$ cat src/rtl/sub_pkg.sv
// Shared defaults and state type for the slice-serial subtractor.
package sub_pkg;

    localparam int SUB_WIDTH = 32;
    localparam int SUB_SLICE = 8;
    localparam int NSLICE    = SUB_WIDTH / SUB_SLICE;

    typedef enum logic [1:0] {
        IDLE,
        CALC,
        DONE
    } state_t;

endpackage

$ cat src/rtl/slice_adder.sv
// Combinational SLICE-bit adder with carry-in and carry-out.
module slice_adder
    import sub_pkg::*;
#(
    parameter int SLICE = SUB_SLICE
) (
    input  logic [SLICE-1:0] x,
    input  logic [SLICE-1:0] y,
    input  logic             cin,
    output logic [SLICE-1:0] sum,
    output logic             cout
);

    // Full-width add; the extra top bit becomes the slice carry-out.
    always_comb begin
        {cout, sum} = {1'b0, x} + {1'b0, y} + {{SLICE{1'b0}}, cin};
    end

endmodule

$ cat src/rtl/sequential_subtractor.sv
// Slice-serial subtractor: d = a - b - bin computed as a + ~b + ~bin, one
// SLICE-bit chunk per clock, LSB first, with a valid/ready handshake on
// both sides. bout is the inverted final carry.
module sequential_subtractor
    import sub_pkg::*;
#(
    parameter int WIDTH = SUB_WIDTH,
    parameter int SLICE = SUB_SLICE
) (
    input  logic             clk,
    input  logic             rst,
    input  logic             in_valid,
    output logic             in_ready,
    input  logic [WIDTH-1:0] a,
    input  logic [WIDTH-1:0] b,
    input  logic             bin,
    output logic             out_valid,
    input  logic             out_ready,
    output logic [WIDTH-1:0] d,
    output logic             bout
);

    localparam int SLICES = WIDTH / SLICE;
    localparam int IDX_W  = (SLICES > 1) ? $clog2(SLICES) : 1;
    localparam logic [IDX_W-1:0] LAST_IDX = IDX_W'(SLICES - 1);

    if ((WIDTH % SLICE) != 0) begin : g_width_check
        $error("sequential_subtractor: WIDTH must be a multiple of SLICE");
    end

    state_t state;
    state_t state_next;

    logic [WIDTH-1:0] a_reg;
    logic [WIDTH-1:0] nb_reg;
    logic             carry;
    logic [IDX_W-1:0] idx;

    logic [SLICE-1:0] a_slice;
    logic [SLICE-1:0] nb_slice;
    logic [SLICE-1:0] sum_slice;
    logic             sum_carry;
    logic             last_slice;

    // Select the operand chunk addressed by the slice index.
    always_comb begin
        a_slice    = a_reg[int'(idx) * SLICE +: SLICE];
        nb_slice   = nb_reg[int'(idx) * SLICE +: SLICE];
        last_slice = (idx == LAST_IDX);
    end

    slice_adder #(
        .SLICE (SLICE)
    ) u_slice_adder (
        .x    (a_slice),
        .y    (nb_slice),
        .cin  (carry),
        .sum  (sum_slice),
        .cout (sum_carry)
    );

    // State register.
    always_ff @(posedge clk) begin
        if (rst) begin
            state <= IDLE;
        end else begin
            state <= state_next;
        end
    end

    // Next-state logic and handshake outputs decoded from state only.
    always_comb begin
        state_next = state;
        in_ready   = 1'b0;
        out_valid  = 1'b0;
        case (state)
            IDLE: begin
                in_ready = 1'b1;
                if (in_valid) begin
                    state_next = CALC;
                end
            end
            CALC: begin
                if (last_slice) begin
                    state_next = DONE;
                end
            end
            DONE: begin
                out_valid = 1'b1;
                if (out_ready) begin
                    state_next = IDLE;
                end
            end
            default: begin
                state_next = IDLE;
            end
        endcase
    end

    // Datapath: capture operands (b and bin pre-inverted), then fold one
    // slice per cycle into d, carrying between slices through a register.
    always_ff @(posedge clk) begin
        if (rst) begin
            a_reg  <= '0;
            nb_reg <= '0;
            carry  <= 1'b0;
            idx    <= '0;
            d      <= '0;
            bout   <= 1'b0;
        end else begin
            case (state)
                IDLE: begin
                    if (in_valid) begin
                        a_reg  <= a;
                        nb_reg <= ~b;
                        carry  <= ~bin;
                        idx    <= '0;
                    end
                end
                CALC: begin
                    d[int'(idx) * SLICE +: SLICE] <= sum_slice;
                    carry <= sum_carry;
                    idx   <= idx + 1'b1;
                    if (last_slice) begin
                        bout <= ~sum_carry;
                    end
                end
                default: begin
                end
            endcase
        end
    end

endmodule
$ cat config.mk
export PLATFORM = sky130hd
export DESIGN_NAME = sequential_subtractor
export DESIGN_NICKNAME = d
export VERILOG_FILES = /design/src/rtl/sub_pkg.sv /design/src/rtl/slice_adder.sv /design/src/rtl/sequential_subtractor.sv
export SDC_FILE = /design/constraint.sdc
export NUM_CORES = 1
export LEC_CHECK = 0
export ABC_AREA = 1
export BUFFER_PORTS_ARGS = -buffer_cell sky130_fd_sc_hd__clkbuf_2
export CAP_MARGIN = 20
export CELL_PAD_IN_SITES_DETAIL_PLACEMENT = 1
export CELL_PAD_IN_SITES_GLOBAL_PLACEMENT = 1
export CORE_MARGIN = 1
export CORE_UTILIZATION = 41
export CTS_BUF_LIST = sky130_fd_sc_hd__clkbuf_16
export CTS_CLUSTER_SIZE = 25
export DETAILED_ROUTE_END_ITERATION = 6
export GPL_TIMING_DRIVEN = 1
export PLACE_DENSITY_LB_ADDON = 0.1
export SLEW_MARGIN = 5
export SYNTH_ARGS = -nofsm -noshare
export SYNTH_HDL_FRONTEND = slang
export SYNTH_SLANG_ARGS = --single-unit
$ cat constraint.sdc
create_clock -name clk -period 8.1 [get_ports clk]
set_clock_uncertainty 0.05 [all_clocks]
set_input_delay 0.405 -clock clk [delete_from_list [all_inputs] [get_ports clk]]
set_output_delay 0.405 -clock clk [all_outputs]
set_load 0.01 [all_outputs]
==> flow_summary.yaml <==
critical_path:
  cp.arrival_ns: 3.63
  startpoint_type: "register"
  worstSetupEndpointType: "register"
  crit_chain: "inv_1 -> o21ai_0 -> o22ai_1 -> fa_1 -> fa_1 -> nand2_1 -> nand2_1 -> nand3_1 -> nand2_1 -> nand2_1 -> nand3_1 -> nor2_1 -> nand2_1 -> a21oi_1"
  cp_common_cell: "nand2_1"
  critPathMaxFanout: 21
  path_buf_inv: 1
  cp_slowest_cell: "dfxtp_1"
  cpLargestDelayFamily: "adder cells"
  critPathKind: "reg -> reg"
  cpPeakStageDelay_ns: 0.72
  worstPathRequired_ns: 8.31
final_layout:
  area_delta_synth_final_pct: 18.9
  final_cell_count_no_fill: 808
  finalInstanceArea_um2: 5240
  layout.nets: 751
  drive_gt1_share_pct: 19.9
  num_antenna_cells: 0
  post-route-util_pct: 50.6
sta:
  finalSetupViolations: 0
  finalHoldViolations: 0
  whs_ns: 0.171
  worst_pin_slew_ns: 0.831
  setup-tns-final_ns: 0
  drv_slew: 0
  slew_headroom_pct: 44.6
  min_period_ns: 3.42
  fmax_ghz: 0.292
  finalCritPeriodShare_pct: 42.3
  rsz0062_at_grt: "false"
floorplan:
  die_x_um: 106
  fp.dieArea_um2: 11200
  rows: 37
  core_area_um2: 10400
  io_pins: 104
  initial_core_util_pct: 42.5
  die_y_um: 106
clocking:
  cts-buffers-inserted: 9
  tritoncts: "built"
  hold_buffers: 0
  clk_latency_ns: 0.35
  path_clk_slew_ns: 0.07
  cts_sinks: 102
  cts.root.buffer_cell: "clkbuf_16"
  cts_repair_resize_count: 0
  htree_levels: 3
  cts_setup_buffers: 0
  cts_buffer_depth: 2
placed_design:
  dp_hpwl_um: 8980
  post_dp_cell_area_um2: 4970
  dp.cells: 792
  place.port_buffers: 103
  finalWeightedCongestion: 0.860
drt:
  wirelength_um: 12200
  ant_nets: 0
  vias: 4220
  drtPass1Iterations: 5
  drtIter0Drc: 157
  post_drt_via_cell_ratio: 5.22
  wire_per_inst_um: 15.1
  remaining_drc_errors: 0
job:
  maxCapViolations: 0
status:
  outcome: "complete, no violations"
synth:
  ys_seq_area_share_pct: 46.3
  syn_nets: 669
  yosysUniqueCellTypes: 30
  synth_cells: 585
  synth_area_um2: 4410
  ys_ff_latch: 102
  synth_area_per_cell_um2: 7.54
  ys_warn_count: 0
power_and_ir_drop:
  p_leak_nw: 2.27
  vdd_ir_drop_max_v: 0.000140
  p_per_area_nw_per_um2: 229
global_routing:
  grt-ovfl-total: 0
  antenna_found_initial: 0
  track_usage_pct: 22.8
  grt_max_degree: 97
  first_global_vias: 4252
  grt_pass1_wl_um: 20300
worst_hold_path:
  hold_class: "in -> reg"
==> synth_stat cells <==
master      n  share of area (%)
xnor2_1     1               0.20
nand4_1     9                1.3
a21oi_1    68                7.7
nand2_2     2               0.28
ha_1       13                3.7
clkbuf_2    1               0.11
nand2_4     1               0.26
nor2_1    113                9.6
dfxtp_1   102                 46
nand2_1    72                6.1
inv_1      19                1.6
o22ai_1    16                2.3
nor2_2      2               0.28
nor2_4      2               0.51
nor4_4      1               0.48
buf_2      11                1.2
o21ai_0    99                 11
fa_1        2               0.91
xor2_1      2               0.40
buf_1       3               0.26
buf_4       2               0.34
clkbuf_1   20                1.7
nand3_2     1               0.23
nand3b_1    1               0.17
or2_2       1               0.14
inv_2       2               0.17
o21a_1      1               0.17
a22oi_1     4               0.68
nand3_1    13                1.5
nor3_1      1               0.11
==> logic make-up after synthesis <==
family / count (synthesis) / synth area share [%]
flip-flops: 102 / 46.3
AND/OR/NAND/NOR: 219 / 21.0
AO/OA/AOI/OAI: 188 / 22.1
adder cells (fa/ha/maj): 15 / 4.60
buffers and inverters: 58 / 5.45
XOR/XNOR: 3 / 0.596
==> through the flow <==
stage / worst slack (ns) / power [mW]
after floorplan: 5.27 / 0.723
after global placement: 4.90 / 0.797
after detailed placement: 4.68 / 0.807
after CTS: 4.68 / 1.21
after global routing: 4.39 / 1.26
final: 4.68 / 1.20
==> report_power, final <==
part	internal, mW	switching (mW)
clock network	0.210	0.195
registers	0.534	0.0198
logic	0.0813	0.160
total	0.825	0.375
==> worst paths after layout <==
check / end / slack (ns) / cells after the start / from
setup / recovery: d[14] / 4.68 / 14 / idx[1]
hold / removal: nb_reg[6] / 0.17 / 2 / b[6]
setup reg to reg: d[14] / 4.68 / 14 / idx[1]
hold reg to reg: d[5] / 0.42 / 2 / d[5]
==> cell usage in the layout, fill, tap and decap left out, types with 2 or more instances in the layout <==
| cell | n |
|---|---|
| nor2_2 | 2 |
| clkbuf_2 | 103 |
| nor2_4 | 2 |
| inv_2 | 2 |
| a22oi_1 | 4 |
| inv_6 | 3 |
| ha_1 | 13 |
| dfxtp_1 | 102 |
| nor2_1 | 113 |
| o21ai_0 | 99 |
| nand3_1 | 13 |
| fa_1 | 2 |
| nand2_1 | 72 |
| o22ai_1 | 16 |
| buf_4 | 5 |
| inv_1 | 19 |
| clkinv_1 | 2 |
| nand4_1 | 9 |
| clkbuf_16 | 9 |
| nand2_2 | 2 |
| a21oi_1 | 68 |
| xor2_1 | 2 |
==> cell type report <==
cell class | count | area (µm²)
clock buffer | 9 | 225
clock inverter | 7 | 47.5
fill | 1340 | 5130
inverter | 21 | 78.8
multi-input combinational | 425 | 2130
sequential | 102 | 2040
tap | 136 | 170
timing repair buffer | 108 | 553
==> layer usage <==
layer / up-vias / GRT usage, % / part of all wire, %
met2: 85 / 39.8 / 50
met1: 1992 / 29.3 / 46
met5: - / 0 / 0
met4: 0 / 6.55 / 1.2
li1: 2130 / - / -
met3: 13 / 3.09 / 3.2
No activity file was read; power rests on OpenSTA's default activity.
